[src/rtl/bnn_ctrl_if.sv]
// Handshake/bus bundle between the BNN controller and its datapath/weight loader.
interface bnn_ctrl_if #(
  parameter int AW = 4
);
  logic          ena;
  logic          load_en;
  logic [3:0]    nibble;
  logic          start;
  logic [7:0]    x_in;
  logic [3:0]    y_in;
  logic          wr_en;
  logic [AW-1:0] wr_addr;
  logic [7:0]    wr_data;
  logic [7:0]    x_hold;
  logic          l1_cap;
  logic          l2_cap;
  logic          done;
  logic [3:0]    result;
  logic          busy;
  logic [7:0]    chk;

  modport master (
    output ena, load_en, nibble, start, x_in, y_in,
    input  wr_en, wr_addr, wr_data, x_hold, l1_cap, l2_cap, done, result, busy, chk
  );

  modport slave (
    input  ena, load_en, nibble, start, x_in, y_in,
    output wr_en, wr_addr, wr_data, x_hold, l1_cap, l2_cap, done, result, busy, chk
  );
endinterface

[src/rtl/bnn_ctrl.sv]
// BNN sequencing controller: nibble-wise weight loading and a fixed 3-cycle inference.
// Optional feature macro: BNN_CTRL_CHKSUM_EN (XOR checksum of written weight bytes on chk).
module bnn_ctrl #(
  parameter int NUM_NEURONS = 12,
  parameter int AW          = 4
) (
  input  logic       clk,
  input  logic       rst_n,
  bnn_ctrl_if.slave  bus
);

  typedef enum logic [2:0] {
    IDLE  = 3'd0,
    LD_HI = 3'd1,
    L1    = 3'd2,
    L2    = 3'd3,
    DONE  = 3'd4
  } state_t;

  state_t        state_r;
  logic [AW-1:0] load_ptr_r;
  logic [3:0]    lo_buf_r;
  logic [7:0]    x_hold_r;
  logic [3:0]    result_r;
  logic          wr_en_r;
  logic [AW-1:0] wr_addr_r;
  logic [7:0]    wr_data_r;
  logic          l1_cap_r;
  logic          l2_cap_r;
  logic          done_r;
  logic          busy_r;
  logic [AW-1:0] ptr_next_s;
  logic [7:0]    byte_s;

  // Next load pointer (wrapping at the bank size) and the byte being assembled.
  always_comb begin
    ptr_next_s = load_ptr_r + AW'(1);
    if (load_ptr_r == AW'(NUM_NEURONS - 1)) begin
      ptr_next_s = {AW{1'b0}};
    end else begin
      ptr_next_s = load_ptr_r + AW'(1);
    end
    byte_s = {bus.nibble, lo_buf_r};
  end

  // Controller FSM; strobes are registered so each lines up with its state's cycle.
  always_ff @(posedge clk) begin
    if (!rst_n) begin
      state_r    <= IDLE;
      load_ptr_r <= {AW{1'b0}};
      lo_buf_r   <= 4'h0;
      x_hold_r   <= 8'h00;
      result_r   <= 4'h0;
      wr_en_r    <= 1'b0;
      wr_addr_r  <= {AW{1'b0}};
      wr_data_r  <= 8'h00;
      l1_cap_r   <= 1'b0;
      l2_cap_r   <= 1'b0;
      done_r     <= 1'b0;
      busy_r     <= 1'b0;
    end else if (!bus.ena) begin
      // Frozen: state and data hold, strobes forced low.
      wr_en_r  <= 1'b0;
      l1_cap_r <= 1'b0;
      l2_cap_r <= 1'b0;
      done_r   <= 1'b0;
    end else begin
      wr_en_r  <= 1'b0;
      l1_cap_r <= 1'b0;
      l2_cap_r <= 1'b0;
      done_r   <= 1'b0;
      case (state_r)
        IDLE: begin
          if (bus.load_en) begin
            lo_buf_r <= bus.nibble;
            state_r  <= LD_HI;
            busy_r   <= 1'b1;
          end else if (bus.start) begin
            x_hold_r <= bus.x_in;
            l1_cap_r <= 1'b1;
            state_r  <= L1;
            busy_r   <= 1'b1;
          end else begin
            busy_r   <= 1'b0;
          end
        end
        LD_HI: begin
          if (bus.load_en) begin
            wr_en_r    <= 1'b1;
            wr_addr_r  <= load_ptr_r;
            wr_data_r  <= byte_s;
            load_ptr_r <= ptr_next_s;
            state_r    <= IDLE;
            busy_r     <= 1'b0;
          end else begin
            busy_r     <= 1'b1;
          end
        end
        L1: begin
          l2_cap_r <= 1'b1;
          state_r  <= L2;
          busy_r   <= 1'b1;
        end
        L2: begin
          // Result is captured as DONE is entered so it is valid while done is high.
          result_r <= bus.y_in;
          done_r   <= 1'b1;
          state_r  <= DONE;
          busy_r   <= 1'b1;
        end
        DONE: begin
          state_r <= IDLE;
          busy_r  <= 1'b0;
        end
        default: begin
          state_r <= IDLE;
          busy_r  <= 1'b0;
        end
      endcase
    end
  end

`ifdef BNN_CTRL_CHKSUM_EN
  logic [7:0] chk_r;

  // Checksum follows the write strobe; a write to neuron 0 restarts it.
  always_ff @(posedge clk) begin
    if (!rst_n) begin
      chk_r <= 8'h00;
    end else if (bus.ena && (state_r == LD_HI) && bus.load_en) begin
      if (load_ptr_r == {AW{1'b0}}) begin
        chk_r <= byte_s;
      end else begin
        chk_r <= chk_r ^ byte_s;
      end
    end else begin
      chk_r <= chk_r;
    end
  end

  assign bus.chk = chk_r;
`else
  assign bus.chk = 8'h00;
`endif

  assign bus.wr_en   = wr_en_r;
  assign bus.wr_addr = wr_addr_r;
  assign bus.wr_data = wr_data_r;
  assign bus.x_hold  = x_hold_r;
  assign bus.l1_cap  = l1_cap_r;
  assign bus.l2_cap  = l2_cap_r;
  assign bus.done    = done_r;
  assign bus.result  = result_r;
  assign bus.busy    = busy_r;

endmodule

[src/flat_wrapper.sv]
// flat-port wrapper written by rule: the top's interface ports become plain ports
module bnn_ctrl_flat 
#(
  parameter int NUM_NEURONS = 12,
  parameter int AW          = 4
)
  (clk, rst_n, bus_ena, bus_load_en, bus_nibble, bus_start, bus_x_in, bus_y_in, bus_wr_en, bus_wr_addr, bus_wr_data, bus_x_hold, bus_l1_cap, bus_l2_cap, bus_done, bus_result, bus_busy, bus_chk);
  bnn_ctrl_if #(.AW(AW)) bus_i ();
  input  logic clk;
  input  logic rst_n;
  input wire logic [$bits(bus_i.ena)-1:0] bus_ena;
  input wire logic [$bits(bus_i.load_en)-1:0] bus_load_en;
  input wire logic [$bits(bus_i.nibble)-1:0] bus_nibble;
  input wire logic [$bits(bus_i.start)-1:0] bus_start;
  input wire logic [$bits(bus_i.x_in)-1:0] bus_x_in;
  input wire logic [$bits(bus_i.y_in)-1:0] bus_y_in;
  output wire logic [$bits(bus_i.wr_en)-1:0] bus_wr_en;
  output wire logic [$bits(bus_i.wr_addr)-1:0] bus_wr_addr;
  output wire logic [$bits(bus_i.wr_data)-1:0] bus_wr_data;
  output wire logic [$bits(bus_i.x_hold)-1:0] bus_x_hold;
  output wire logic [$bits(bus_i.l1_cap)-1:0] bus_l1_cap;
  output wire logic [$bits(bus_i.l2_cap)-1:0] bus_l2_cap;
  output wire logic [$bits(bus_i.done)-1:0] bus_done;
  output wire logic [$bits(bus_i.result)-1:0] bus_result;
  output wire logic [$bits(bus_i.busy)-1:0] bus_busy;
  output wire logic [$bits(bus_i.chk)-1:0] bus_chk;
  assign bus_i.ena = bus_ena;
  assign bus_i.load_en = bus_load_en;
  assign bus_i.nibble = bus_nibble;
  assign bus_i.start = bus_start;
  assign bus_i.x_in = bus_x_in;
  assign bus_i.y_in = bus_y_in;
  assign bus_wr_en = bus_i.wr_en;
  assign bus_wr_addr = bus_i.wr_addr;
  assign bus_wr_data = bus_i.wr_data;
  assign bus_x_hold = bus_i.x_hold;
  assign bus_l1_cap = bus_i.l1_cap;
  assign bus_l2_cap = bus_i.l2_cap;
  assign bus_done = bus_i.done;
  assign bus_result = bus_i.result;
  assign bus_busy = bus_i.busy;
  assign bus_chk = bus_i.chk;
  bnn_ctrl #(.NUM_NEURONS(NUM_NEURONS), .AW(AW)) u_core (.clk(clk), .rst_n(rst_n), .bus(bus_i));
endmodule
[config.mk]
export PLATFORM = sky130hd
export DESIGN_NAME = bnn_ctrl_flat
export DESIGN_NICKNAME = d
export VERILOG_FILES = /design/src/rtl/bnn_ctrl_if.sv /design/src/rtl/bnn_ctrl.sv /design/src/flat_wrapper.sv
export SDC_FILE = /design/constraint.sdc
export NUM_CORES = 1
export LEC_CHECK = 0
export BUFFER_PORTS_ARGS = -buffer_cell sky130_fd_sc_hd__buf_2
export CAP_MARGIN = 20
export CORE_MARGIN = 2
export CORE_UTILIZATION = 40
export CTS_CLUSTER_SIZE = 20
export DETAILED_ROUTE_END_ITERATION = 6
export GPL_TIMING_DRIVEN = 1
export PLACE_DENSITY = 0.65
export SLEW_MARGIN = 20
export SYNTH_ARGS = -nofsm -noshare
export SYNTH_HDL_FRONTEND = slang
export SYNTH_SLANG_ARGS = --single-unit
[constraint.sdc]
create_clock -name clk -period 2.65 [get_ports clk]
set_input_delay 0.265 -clock clk [delete_from_list [all_inputs] [get_ports clk]]
set_output_delay 0.265 -clock clk [all_outputs]
set_load 0.02 [all_outputs]
==> results of run 1 <==
[sequential cells by signal, summed over array words and instances, names as in the netlist, 3 cells and up]
name / count
u_core.bus.wr_data: 8
u_core.bus.x_hold: 8
u_core.bus.result: 4
u_core.bus.wr_addr: 4
u_core.lo_buf_r: 4
u_core.load_ptr_r: 4
u_core.state_r: 3
[layout by cell type, fill, tap and decap left out, types with 2 or more instances in the layout]
master and count:
inv_1 3, nand2_1 7, nand3b_1 2, clkbuf_8 6
or2b_1 2, nor2b_1 2, o211a_1 2, and3_1 4
a21boi_0 21, nand3_1 31, o21ai_0 19, dfxtp_1 40
conb_1 8, clkbuf_1 2, buf_4 2, buf_2 49
a21boi_1 11, o21ai_1 11
[worst max-delay path by stage]
| stage | end | from | slack (ps) | cells after the start |
|---|---|---|---|---|
| detailed placement | u_core.load_ptr_r[2]$_SDFFE_PN0P_ | u_core.state_r[0]$_SDFFE_PN0P_ | 890 | 3 |
| global placement | u_core.load_ptr_r[2]$_SDFFE_PN0P_ | u_core.state_r[0]$_SDFFE_PN0P_ | 940 | 3 |
| floorplan | u_core.bus.x_hold[0]$_SDFFE_PN0P_ | u_core.state_r[0]$_SDFFE_PN0P_ | 1400 | 5 |
| finish | u_core.load_ptr_r[2]$_SDFFE_PN0P_ | u_core.state_r[0]$_SDFFE_PN0P_ | 880 | 3 |
| global route | u_core.bus.wr_data[7]$_SDFFE_PN0P_ | u_core.state_r[0]$_SDFFE_PN0P_ | 720 | 3 |
| CTS | u_core.load_ptr_r[2]$_SDFFE_PN0P_ | u_core.state_r[0]$_SDFFE_PN0P_ | 880 | 3 |
[where the power goes]
part | total [mW] | leakage (nW) | internal [mW] | switching [mW]
Clock | 0.412 | 0.0455 | 0.212 | 0.200
Combinational | 0.130 | 0.527 | 0.0467 | 0.0833
Sequential | 0.627 | 0.324 | 0.614 | 0.0128
[per-layer routing]
| metal | GRT usage, % | vias up | part of all wire [%] |
|---|---|---|---|
| li1 | - | 775 | - |
| met1 | 20.28 | 712 | 49 |
| met2 | 25.31 | 37 | 44 |
| met3 | 5.063 | 7 | 5.0 |
| met4 | 8.176 | 0 | 2.5 |
| met5 | 0 | - | 0 |
[kinds of logic (layout without fill, tap and decap cells)]
| family | Yosys count | in the layout | synth area share, % |
|---|---|---|---|
| AOI/OAI and AO/OA | 70 | 70 | 24.80 |
| and+or+nand+nor | 60 | 60 | 20.57 |
| DFF | 40 | 40 | 43.60 |
| buffers and inverters | 31 | 62 | 10.15 |
| adders and majority gates | 1 | 1 | 0.6811 |
| other | 1 | 8 | 0.2042 |
[critical path, cell delays in order, from the launching register on]
cell	delay, ps
dfxtp_1	590
and3b_1	670
nand3_1	140
a31o_2	260
[area by class of cell]
type / instances / area, µm² / area share (%)
multi-input combinational: 139 / 875.8 / 41.64
sequential: 40 / 800.8 / 38.07
timing repair buffer: 51 / 260.3 / 12.37
clock buffer: 8 / 90.09 / 4.283
tap: 52 / 65.06 / 3.093
inverter: 3 / 11.26 / 0.5354
[through the flow]
| stage | power [mW] | area, µm² | std cells | worst slack [ps] |
|---|---|---|---|---|
| 3_3_place_gp | 0.7704 | 2013 | 285 | 936.8 |
| 4_1_cts | 1.186 | 2103 | 293 | 883.5 |
| 6_report | 1.169 | 2103 | 293 | 882.5 |
| 5_1_grt | 1.226 | 2103 | 293 | 720.2 |
| 2_1_floorplan | 0.7488 | 1863 | 210 | 1401 |
| 3_5_place_dp | 0.7719 | 2013 | 285 | 886.3 |
==> summary.txt, run 1 <==
Pwr
  • Power Density: 556.0 mW/mm²
  • Max VDD drop: 0.0002586 V
  • Leak Pwr: 0.8961 nW

Route
  • Total number of vias: 1,531
  • Routed WL per cell: 13.08 µm
  • Initial drt markers: 83
  • Routed wire length: 3832 µm
  • Number of routed nets with antenna violations: 0
  • 1st-pass router iterations: 4
  • DRC viols: 0
  • Routed vias/inst: 5.225

Critical path
  • Crit path max fanout: 21
  • RR Startpoint: u_core.state_r[0]$_SDFFE_PN0P_
  • CP arrival: 1960 ps
  • Worst r2r path cells: 3
  • Startpoint Class: flop
  • Reg2reg end: u_core.load_ptr_r[2]$_SDFFE_PN0P_
  • Critical Path End Type: flop
  • R2R Setup Slk: 880 ps
  • Data required time of the worst path: 2840 ps
  • Critical path class: reg -> reg

Floorplan
  • Rows: 24
  • Total die area: 0.005150 mm²
  • Die Height: 71.77 µm
  • Initial Util: 41.89%
  • I/O pin cnt: 58
  • Core area: 0.004384 mm²
  • Die width: 71.77 µm

Yosys
  • Yosys reg bits: 40
  • Leading area contributor after synthesis: dfxtp_1
  • Mean post-synth cell area: 9.048 µm²
  • Ys flop type: dfxtp_1
  • Warnings, synthesis: 0
  • Top cells by count, synth: 40 x dfxtp_1, 31 x nand3_1, 21 x a21boi_0
  • Cell Area, Synth: 0.001837 mm²
  • EDFF count, synth: 0
  • Syn Inst Count: 203
  • Synth area leaders: dfxtp_1 44%, a21boi_0 8.6%, nand3_1 8.4%
  • Most instantiated library cell after synthesis: dfxtp_1
  • Cell variety after synth: 38
  • Post-synth ARST share: 0%
  • Sequential area share after synthesis: 43.60%
  • Post-synth top area share: 43.60%

Clock network
  • Number of CTS-inserted buffers: 5
  • Clock transition at path regs: 70 ps
  • Max clock buf depth: 2
  • Post-CTS Setup Repair Bufs: 0
  • CTS tree: yes
  • Clock root buffer: clkbuf_8
  • Total number of H-tree levels: 2
  • Clk_lat worst skew: 290 ps
  • Resized cells post-CTS: 0
  • # hold bufs at CTS: 0
  • Count of clock tree sinks: 40

Finish
  • Nets@finish: 262
  • Share of cells above drive strength 1: 26.14%
  • Final Util: 47.97%
  • Number of antenna diodes: 0
  • Synthesis-to-finish area growth: 14.51%
  • Filler cell count: 444

Run
  • Max Cap Viol: 0

Hold path
  • Worst min path class: in -> reg
  • Hold path depth: 3
  • HP Start: bus_x_in[7]
  • Worst hold endpoint: u_core.bus.x_hold[7]$_SDFFE_PN0P_

STA
  • Setup TNS: 0 ps
  • Fin. max-slew vios: 0
  • Min Hold Slack: 212.7 ps
  • Rel. slew slack: 54.56%
  • Minimum clock period: 1768 ps
  • Skew final: 4.828 ps
  • Worst slew pin tran: 681.6 ps
  • Endpoints failing hold: 0
  • Final setup fails: 0
  • Fmax: 565.8 MHz
  • RSZ-0062 raised after global routing: false
  • Crit share post-route: 66.70%

Placed design
  • DP HPWL: 2487 µm
  • Final GP Congestion: 0.7149
  • Port Buf Inserts: 49

Global route
  • First-pass GRT wire length: 6575 µm
  • Pin count of the biggest net entering global routing: 42
  • Number of global-route vias before repair: 1,488
  • Initial antenna violation count: 0
  • Global route overflow: 0
  • Gr usage total: 16.25%

Outcome
  • Status: finished, final reports clean
No activity file was read; power rests on OpenSTA's default activity.
==> inputs of run 2 (changes only) <==
--- a/config.mk
+++ b/config.mk
@@ -12,7 +12,7 @@
 export CTS_CLUSTER_SIZE = 20
 export DETAILED_ROUTE_END_ITERATION = 6
 export GPL_TIMING_DRIVEN = 1
-export PLACE_DENSITY = 0.65
+export PLACE_DENSITY = 0.68
 export SLEW_MARGIN = 20
 export SYNTH_ARGS = -nofsm -noshare
 export SYNTH_HDL_FRONTEND = slang
==> constraint.sdc (replaced) <==
create_clock -name clk -period 1.5 [get_ports clk]
set_input_delay 0.15 -clock clk [delete_from_list [all_inputs] [get_ports clk]]
set_output_delay 0.15 -clock clk [all_outputs]
set_load 0.02 [all_outputs]
==> run 2 against run 1 <==
  * Final area increased by 3.6%
  * Cell count is 3.1% higher
  * Register-to-register slack worse by 710 ps
  * Fmax grew 34%
  * Sequential power grew 75%
  * Flip-flop and latch count unchanged
  * Sequential share of layout area decreased by 1.3 points
  * Hold slack worse by 100 ps
  * Critical path type unchanged
  * Largest cell class unchanged
==> summary.txt, run 2 (same netlist as run 1, synthesis figures left out) <==
Finish
  • Leading cell type in the layout, fill and taps excluded: buf_2
  • Synthesis-to-finish area growth: 18.60%
  • Number of antenna diodes: 0
  • Non-Filler Instances: 302
  • Filler cell count: 439
  • Commonest non-fill, non-tap cells in the layout: 49 x buf_2, 40 x dfxtp_1, 31 x nand3_1
  • Design area: 0.002178 mm²
  • Share of cells above drive strength 1: 29.20%
  • Nets@finish: 272

Placed design
  • DP Area: 0.002101 mm²
  • Final GP Congestion: 0.7922
  • Post-placement cell count: 295
  • Port Buf Inserts: 49
  • DP HPWL: 2613 µm

Floorplan
  • Rows: 24
  • Die Height: 71.77 µm
  • Total die area: 0.005150 mm²
  • Core area: 0.004384 mm²
  • I/O pin cnt: 58
  • Initial Util: 41.89%
  • Die width: 71.77 µm

Global route
  • Number of global-route vias before repair: 1,468
  • Gr usage total: 15.76%
  • First-pass GRT wire length: 6430 µm
  • Global route overflow: 0
  • Initial antenna violation count: 0
  • Pin count of the biggest net entering global routing: 42

Route
  • 1st-pass router iterations: 4
  • Initial drt markers: 96
  • DRC viols: 0
  • Routed vias/inst: 5.103
  • Routed wire length: 3753 µm
  • Number of routed nets with antenna violations: 0
  • Routed WL per cell: 12.43 µm
  • Total number of vias: 1,541

Clock network
  • Count of clock tree sinks: 40
  • Max clock buf depth: 2
  • Clock root buffer: clkbuf_8
  • Clk_lat worst skew: 280 ps
  • Clock transition at path regs: 70 ps
  • Number of CTS-inserted buffers: 5
  • Post-CTS Setup Repair Bufs: 0
  • Total number of H-tree levels: 2
  • Resized cells post-CTS: 0
  • # hold bufs at CTS: 0
  • CTS tree: yes

Critical path
  • Critical Path End Type: flop
  • Crit path max fanout: 7
  • Startpoint Class: flop
  • CP arrival: 1530 ps
  • Critical path class: reg -> reg
  • Data required time of the worst path: 1710 ps

STA
  • Setup TNS: 0 ps
  • Minimum clock period: 1323 ps
  • Fmax: 755.7 MHz
  • Fin. max-slew vios: 0
  • Crit share post-route: 88.22%
  • Skew final: 1.639 ps
  • Final setup fails: 0
  • Endpoints failing hold: 0
  • RSZ-0062 raised after global routing: false

Run
  • Max Cap Viol: 0

Pwr
  • Tot Pwr: 2.019 mW
  • Max VDD drop: 0.0005497 V
  • Power Density: 927.1 mW/mm²
  • Leak Pwr: 0.9468 nW

Hold path
  • Worst min path class: in -> reg

Outcome
  • Status: finished, final reports clean
==> run 2: cell count changes in the layout (fill, tap and decap cells not counted) <==
cell,previous run,this run
buf_12,0,1
clkbuf_8,6,5
clkinv_2,0,1
buf_4,2,11
clkbuf_1,2,1
==> run 2: stage by stage <==
step           hold WS [ps]  utilization, %  worst slack, ps
2_1_floorplan         296.6               -            251.0
3_3_place_gp          405.5           47.92            210.1
3_5_place_dp          412.0           47.92            172.3
4_1_cts               99.95           49.69            160.4
5_1_grt               113.3           49.69            69.85
6_report              108.9           49.69            176.7
==> run 2: power breakdown <==
part           total (mW)  switching [mW]  internal [mW]
clock network       0.656           0.340          0.316
registers            1.10          0.0160           1.09
logic               0.262           0.156          0.106
==> run 2: area by class of cell <==
class	count	area [µm²]	share of cell area [%]
Timing Repair Buffer	61	347.8	15.97
Clock inverter	1	5.005	0.2298
Inverter	3	11.26	0.5169
Sequential cell	40	800.8	36.76
Clock buffer	6	72.57	3.331
Multi-Input combinational cell	139	875.8	40.21
Tap cell	52	65.06	2.987
==> run 2: per-layer routing <==
metal | track usage, % | part of all wire, % | vias up
met5 | 0 | 0 | -
li1 | - | - | 794
met3 | 5.345 | 6.1 | 5
met1 | 19.72 | 47 | 703
met4 | 6.080 | 1.2 | 0
met2 | 25.10 | 46 | 39
==> run 2: final timing paths <==
check                                         start                           endpoint  slack, ps  depth (start not counted)
setup / recovery     u_core.state_r[0]$_SDFFE_PN0P_    u_core.lo_buf_r[0]$_SDFFE_PN0P_        180                          5
hold / removal                          bus_x_in[1]  u_core.bus.x_hold[1]$_SDFFE_PN0P_        110                          3
setup reg to reg     u_core.state_r[0]$_SDFFE_PN0P_    u_core.lo_buf_r[0]$_SDFFE_PN0P_        180                          5
hold reg to reg   u_core.bus.result[0]$_SDFFE_PN0P_  u_core.bus.result[0]$_SDFFE_PN0P_        460                          2
==> run 2: worst max-delay path: stages, from the launching register on <==
cell,delay (ps)
dfxtp_1,380
buf_4,190
nor3b_4,270
buf_4,180
nand3_1,70
a21boi_0,160
